[src/rtl/lsu_pkg.sv]
// Load/store unit types: FSM states, funct3 sizes, memory NOP.
package lsu_pkg;
  typedef enum logic [2:0] {
    S_IDLE,
    S_ACCESS,
    S_WRITE,
    S_RESP,
    S_ERR_RESP
  } state_t;

  localparam logic [2:0] F3_B  = 3'b000;
  localparam logic [2:0] F3_H  = 3'b001;
  localparam logic [2:0] F3_W  = 3'b010;
  localparam logic [2:0] F3_BU = 3'b100;
  localparam logic [2:0] F3_HU = 3'b101;

  localparam logic [1:0] SZ_B = 2'b00;
  localparam logic [1:0] SZ_H = 2'b01;

  localparam logic [6:0] MEM_NOP = 7'b0;
endpackage

[src/rtl/rv_op_pkg.sv]
// Shared RV32 major opcodes used on the data-memory port.
package rv_op_pkg;
  localparam logic [6:0] SW = 7'b0100011;
endpackage

[src/rtl/dmem_lsu_if.sv]
// Request/response bundle from execute and the word-indexed memory port.
interface dmem_lsu_if;
  logic        req_valid;
  logic        req_ready;
  logic        req_store;
  logic [2:0]  req_funct3;
  logic [31:0] req_addr;
  logic [31:0] req_wdata;
  logic        resp_valid;
  logic [31:0] resp_rdata;
  logic        resp_err;

  modport master (
    output req_valid, req_store, req_funct3,
    output req_addr, req_wdata,
    input  req_ready, resp_valid, resp_rdata, resp_err
  );
  modport slave (
    input  req_valid, req_store, req_funct3,
    input  req_addr, req_wdata,
    output req_ready, resp_valid, resp_rdata, resp_err
  );
endinterface

interface dmem_mem_if;
  logic [6:0]  mem_op;
  logic [31:0] mem_addr;
  logic [31:0] mem_wdata;
  logic [31:0] mem_rdata;

  modport master (
    output mem_op, mem_addr, mem_wdata,
    input  mem_rdata
  );
  modport slave (
    input  mem_op, mem_addr, mem_wdata,
    output mem_rdata
  );
endinterface

[src/rtl/lsu_byte_lane.sv]
// Lane select + extension for loads, byte/half merge for stores.
module lsu_byte_lane
  import lsu_pkg::*;
(
  input  logic [1:0]  lane,
  input  logic [1:0]  size,
  input  logic        sext,
  input  logic [31:0] rword,
  input  logic [15:0] sdata,
  output logic [31:0] load_val,
  output logic [31:0] merge_word
);
  logic [7:0]  b;
  logic [15:0] h;

  always_comb begin
    b = 8'h00;
    unique case (lane)
      2'd0:    b = rword[7:0];
      2'd1:    b = rword[15:8];
      2'd2:    b = rword[23:16];
      default: b = rword[31:24];
    endcase
    h = lane[1] ? rword[31:16] : rword[15:0];

    load_val   = rword;
    merge_word = rword;
    unique case (1'b1)
      size == SZ_B: begin
        load_val = {{24{sext & b[7]}}, b};
        merge_word[{lane, 3'b000} +: 8] = sdata[7:0];
      end
      size == SZ_H: begin
        load_val = {{16{sext & h[15]}}, h};
        if (lane[1]) merge_word[31:16] = sdata;
        else         merge_word[15:0]  = sdata;
      end
      default: ;
    endcase
  end
endmodule

[src/rtl/dmem_lsu.sv]
// Load/store unit FSM; DMEM_LSU_ALIGN_CHECK_EN turns misalignment
// into an error instead of forcing natural alignment.
module dmem_lsu
  import lsu_pkg::*;
  import rv_op_pkg::*;
#(
  parameter int MEM_WORDS = 1024
) (
  input logic        clock,
  input logic        reset,
  dmem_lsu_if.slave  rq,
  dmem_mem_if.master mi
);
  state_t      state;
  logic        store_q;
  logic [2:0]  f3_q;
  logic [31:0] addr_q;
  logic [31:0] wdata_q;
  logic [31:0] merge_q;
  logic        resp_valid_q;
  logic        resp_err_q;
  logic [31:0] resp_rdata_q;

  logic        f3_ok;
  logic        range_err;
  logic        acc_err;
  logic [31:0] addr_al;
  logic [31:0] load_val;
  logic [31:0] merge_word;
`ifdef DMEM_LSU_ALIGN_CHECK_EN
  logic        misal;
`endif

  always_comb begin
    f3_ok = 1'b0;
    unique case (rq.req_funct3)
      F3_B, F3_H, F3_W: f3_ok = 1'b1;
      F3_BU, F3_HU:     f3_ok = !rq.req_store;
      default:          f3_ok = 1'b0;
    endcase
    range_err = {2'b00, rq.req_addr[31:2]} >= 32'(MEM_WORDS);
    addr_al   = rq.req_addr;
`ifdef DMEM_LSU_ALIGN_CHECK_EN
    misal = (rq.req_funct3[1:0] == 2'b01 && rq.req_addr[0])
         || (rq.req_funct3[1:0] == 2'b10 && rq.req_addr[1:0] != 2'b00);
    acc_err = !f3_ok || range_err || misal;
`else
    if (rq.req_funct3[1:0] == 2'b01)      addr_al[0]   = 1'b0;
    else if (rq.req_funct3[1:0] == 2'b10) addr_al[1:0] = 2'b00;
    acc_err = !f3_ok || range_err;
`endif
  end

  lsu_byte_lane u_lane (
    .lane       (addr_q[1:0]),
    .size       (f3_q[1:0]),
    .sext       (!f3_q[2]),
    .rword      (mi.mem_rdata),
    .sdata      (wdata_q[15:0]),
    .load_val   (load_val),
    .merge_word (merge_word)
  );

  always_ff @(posedge clock or posedge reset) begin
    if (reset) begin
      state        <= S_IDLE;
      store_q      <= 1'b0;
      f3_q         <= 3'b000;
      addr_q       <= '0;
      wdata_q      <= '0;
      merge_q      <= '0;
      resp_valid_q <= 1'b0;
      resp_err_q   <= 1'b0;
      resp_rdata_q <= '0;
    end else begin
      resp_valid_q <= 1'b0;
      resp_err_q   <= 1'b0;
      resp_rdata_q <= '0;
      unique case (state)
        S_IDLE: begin
          if (rq.req_valid) begin
            store_q <= rq.req_store;
            f3_q    <= rq.req_funct3;
            addr_q  <= addr_al;
            wdata_q <= rq.req_wdata;
            if (acc_err) begin
              resp_valid_q <= 1'b1;
              resp_err_q   <= 1'b1;
              state        <= S_ERR_RESP;
            end else begin
              state <= S_ACCESS;
            end
          end
        end
        S_ACCESS: begin
          if (!store_q) begin
            resp_rdata_q <= load_val;
            resp_valid_q <= 1'b1;
            state        <= S_RESP;
          end else if (f3_q == F3_W) begin
            resp_valid_q <= 1'b1;
            state        <= S_RESP;
          end else begin
            merge_q <= merge_word;
            state   <= S_WRITE;
          end
        end
        S_WRITE: begin
          resp_valid_q <= 1'b1;
          state        <= S_RESP;
        end
        default: state <= S_IDLE;
      endcase
    end
  end

  // Op depends on state so reset kills a write in the same cycle.
  assign mi.mem_op = (state == S_WRITE
                   || (state == S_ACCESS && store_q && f3_q == F3_W))
                   ? SW : MEM_NOP;
  assign mi.mem_addr  = {2'b00, addr_q[31:2]};
  assign mi.mem_wdata = (state == S_WRITE) ? merge_q : wdata_q;

  assign rq.req_ready  = (state == S_IDLE);
  assign rq.resp_valid = resp_valid_q;
  assign rq.resp_err   = resp_err_q;
  assign rq.resp_rdata = resp_rdata_q;
endmodule
[src/flat_wrapper.sv]
// flat-port wrapper written by rule: the top's interface ports become plain ports
module dmem_lsu_flat import lsu_pkg::*; import rv_op_pkg::*;
#(
  parameter int MEM_WORDS = 1024
)
  (clock, reset, rq_req_valid, rq_req_store, rq_req_funct3, rq_req_addr, rq_req_wdata, rq_req_ready, rq_resp_valid, rq_resp_rdata, rq_resp_err, mi_mem_op, mi_mem_addr, mi_mem_wdata, mi_mem_rdata);
  dmem_lsu_if rq_i ();
  dmem_mem_if mi_i ();
  input logic clock;
  input logic reset;
  input wire logic [$bits(rq_i.req_valid)-1:0] rq_req_valid;
  input wire logic [$bits(rq_i.req_store)-1:0] rq_req_store;
  input wire logic [$bits(rq_i.req_funct3)-1:0] rq_req_funct3;
  input wire logic [$bits(rq_i.req_addr)-1:0] rq_req_addr;
  input wire logic [$bits(rq_i.req_wdata)-1:0] rq_req_wdata;
  output wire logic [$bits(rq_i.req_ready)-1:0] rq_req_ready;
  output wire logic [$bits(rq_i.resp_valid)-1:0] rq_resp_valid;
  output wire logic [$bits(rq_i.resp_rdata)-1:0] rq_resp_rdata;
  output wire logic [$bits(rq_i.resp_err)-1:0] rq_resp_err;
  output wire logic [$bits(mi_i.mem_op)-1:0] mi_mem_op;
  output wire logic [$bits(mi_i.mem_addr)-1:0] mi_mem_addr;
  output wire logic [$bits(mi_i.mem_wdata)-1:0] mi_mem_wdata;
  input wire logic [$bits(mi_i.mem_rdata)-1:0] mi_mem_rdata;
  assign rq_i.req_valid = rq_req_valid;
  assign rq_i.req_store = rq_req_store;
  assign rq_i.req_funct3 = rq_req_funct3;
  assign rq_i.req_addr = rq_req_addr;
  assign rq_i.req_wdata = rq_req_wdata;
  assign rq_req_ready = rq_i.req_ready;
  assign rq_resp_valid = rq_i.resp_valid;
  assign rq_resp_rdata = rq_i.resp_rdata;
  assign rq_resp_err = rq_i.resp_err;
  assign mi_mem_op = mi_i.mem_op;
  assign mi_mem_addr = mi_i.mem_addr;
  assign mi_mem_wdata = mi_i.mem_wdata;
  assign mi_i.mem_rdata = mi_mem_rdata;
  dmem_lsu #(.MEM_WORDS(MEM_WORDS)) u_core (.clock(clock), .reset(reset), .rq(rq_i), .mi(mi_i));
endmodule
[config.mk]
export PLATFORM = sky130hd
export DESIGN_NAME = dmem_lsu_flat
export DESIGN_NICKNAME = d
export VERILOG_FILES = /design/src/rtl/lsu_pkg.sv /design/src/rtl/rv_op_pkg.sv /design/src/rtl/dmem_lsu_if.sv /design/src/rtl/lsu_byte_lane.sv /design/src/rtl/dmem_lsu.sv /design/src/flat_wrapper.sv
export SDC_FILE = /design/constraint.sdc
export NUM_CORES = 1
export LEC_CHECK = 0
export BUFFER_PORTS_ARGS = -buffer_cell sky130_fd_sc_hd__buf_2
export CAP_MARGIN = 0
export CORE_ASPECT_RATIO = 1.4
export CORE_MARGIN = 2
export CORE_UTILIZATION = 47
export DETAILED_ROUTE_END_ITERATION = 10
export GPL_ROUTABILITY_DRIVEN = 0
export HOLD_SLACK_MARGIN = 0.1
export PLACE_DENSITY = 0.76
export SETUP_SLACK_MARGIN = 0.3
export SLEW_MARGIN = 20
export SYNTH_ARGS = -nofsm -noshare
export SYNTH_HDL_FRONTEND = slang
export SYNTH_SLANG_ARGS = --single-unit
[constraint.sdc]
create_clock -name clock -period 5 [get_ports clock]
set_input_delay 1.25 -clock clock [delete_from_list [all_inputs] [get_ports clock]]
set_output_delay 1.25 -clock clock [all_outputs]
set_load 0.01 [all_outputs]
==> impl_metrics.toml <==
[global_routing]
grt-ovfl-total = 0
grtUsageTotal = 0.258
antenna_found_initial = 0
grt_pass1_vias = 6085
grt_max_degree = 138
grt_pass1_wl_mm = 32.0

[sta]
worst_pin_slew_ps = 1000
tns_ps = 0
rsz0062_at_grt = "false"
maxSlewViolCount = 0
finalHoldViolCount = 0
max_slew_margin = 0.329
hold_ws_ps = 467
finalClockSkew_ps = 12.2
fin_crit_sh = 0.744
final.min_clock_period_ps = 3720
setup_violations = 0
fmax_mhz = 269

[cts]
cts_tree = "done"
cts_made_buffers = 17
post_cts_buffers = 0
cts_root_buf = "clkbuf_16"
clk_latency_ps = 420
ctsLongestPathBuffers = 2
cts_max_level = 4
clk_pin_slew_ps = 60
cts_sinks = 137
cts_resized = 0
cts_hold_buf = 0

[drt]
vias_per_cell = 5.70
num_vias = 6248
highest_layer = "met4"
drtIter0Drc = 510
wl_per_cell_um = 18.3
drt-met1-wl_mm = 7.79
drc = 0
dr_wl_met2_mm = 9.57
wl_met3_mm = 2.04
drtAntennaViolNets = 0
drt-total-wl_mm = 20.1
drt_pass1_iterations = 5

[yosys]
synth_edf_count = 0
yosys.area.top_type_share = 0.490
ys_warn_count = 0
yosys_register_bits = 137
synth_ff_type = "dfrtp_1"
synth_top_area_cell = "dfrtp_1"
synthDistinctLibCells = 44
yosys-top-cells-count = "nand2_1, dfrtp_1, a22o_1"
syn-cell-area_um2 = 6990
synth_seq_area_share = 0.490
synthTopCellsByArea = "dfrtp_1, nand2_1, a22o_1, mux2_2, buf_4"
yosysMostFrequentCell = "nand2_1"
avgSynthCellArea_um2 = 9.28
synth_async_sr_flop_share = 1.00
synthCells = 754

[placement]
dpl.hpwl_mm = 13.9
port_buffers = 202
placedCellCount = 1065

[floorplan]
pin_count = 209
dieWidth_um = 107
core_um2 = 14500
die-area_um2 = 15900
std_cell_rows = 52
initial_utilization = 0.482
die_h_um = 148

[power_and_ir_drop]
ir_drop_mv = 0.237
power.total_uw = 3610
power_leakage_uw = 0.00450
powerDensity_nw_per_um2 = 428

[hold_path]
hp-class = "register to register"

[job]
drv_cap = 0

[worst_setup_path]
cp-end-kind = "output port"
worstSetupPathType = "register to output port"
start_kind = "register"
cpPeakStageDelay_ps = 470
crit_arrival_ps = 2470
path_cells = "nand2b_1, nor2_2, buf_4, mux2_2, buf_2"
critPathMaxFanout = 22
required_ps = 3750
slowest_stage = "nor2_2"

[run_status]
status = "complete, no violations"

[cells_and_area]
fin_nets = 1003
finalNonFillerCells = 1097
antennaDiodeCount = 0
utilization = 0.581
final_layout_size_suffix_gt1_frac = 0.314
area_growth_pct = 20.5
## cell families (layout without fill, tap and decap cells)
family,Yosys count,after routing,synth area share
AOI/OAI and AO/OA,181,181,0.196
other,1,6,0.000536
buffers and inverters,101,250,0.0784
and+or+nand+nor,296,296,0.173
DFF,137,137,0.490
muxes,33,33,0.0531
adders and majority gates,5,5,0.00894
## routing by layer
metal	vias up	global-route usage
met5	-	0
met4	0	0.106
met3	50	0.0697
met2	348	0.408
met1	2949	0.334
li1	2901	-
## worst max-delay path: cells and delay by family, from the launching register on
| kind | cells | cell delay [ps] |
|---|---|---|
| muxes | 1 | 400 |
| and+or+nand+nor | 2 | 680 |
| buffers and inverters | 2 | 550 |
| DFF | 1 | 400 |
## state kept, by name (all words and copies together) (netlist names)
register	cells
u_core.rq.resp_valid	1
u_core.rq.resp_rdata	32
u_core.state	3
u_core.rq.resp_err	1
u_core.addr_q	32
u_core.store_q	1
u_core.f3_q	3
u_core.merge_q	32
u_core.wdata_q	32
## cell usage in the layout, fill, tap and decap left out, types with 5 or more instances in the layout
cell	netlist	final
buf_2	9	202
a22o_1	43	43
nand2b_1	5	5
a22oi_1	8	8
nor4_1	5	5
nand2_1	230	229
o21ai_0	31	31
clkbuf_16	0	17
a221oi_1	14	14
a211oi_1	7	7
inv_1	8	7
a21oi_1	24	24
a21o_1	17	17
dfrtp_1	137	137
conb_1	1	6
o22ai_1	7	7
buf_4	38	6
a222oi_1	23	23
mux2_2	33	33
nor2_1	32	31
ha_1	5	5
## worst paths after layout
path                                               from                            endpoint  slack (ps)  cells past startpoint
setup / recovery            u_core.state[0]$_DFFE_PP0P_                    mi_mem_wdata[30]        1280                      5
hold / removal             u_core.addr_q[4]$_DFFE_PP0P_        u_core.addr_q[4]$_DFFE_PP0P_         470                      2
setup reg to reg           u_core.addr_q[1]$_DFFE_PP0P_  u_core.rq.resp_rdata[16]$_DFF_PP0_        1820                      6
hold reg to reg            u_core.addr_q[4]$_DFFE_PP0P_        u_core.addr_q[4]$_DFFE_PP0P_         470                      2
max in group asynchronous                         reset        u_core.addr_q[3]$_DFFE_PP0P_        3430                      3
min in group asynchronous                         reset      u_core.wdata_q[23]$_DFFE_PP0P_        1050                      3
## area by class of cell
type                    count  area (um2)
fillers                  1329        6080
flip-flops and latches    137        3430
multi-input cells         521        3060
repair buffers            209        1080
clock buffers              17         425
well taps                 189         236
clock inverters            15         168
inverters                   9        37.5
## power breakdown
part           total (uW)  leakage [uW]  internal (uW)  switching [uW]
registers            1430       0.00171           1250             178
logic                 906       0.00250            379             527
clock network        1270      0.000284            747             522
## per-stage QoR
stage | area, um2 | setup WS, ps
5_1_grt | 8430 | 1140
4_1_cts | 8430 | 1260
3_5_place_dp | 7830 | 1710
6_report | 8430 | 1280
2_1_floorplan | 7020 | 2040
3_3_place_gp | 7820 | 1700
(Power assumes the default switching activity.)
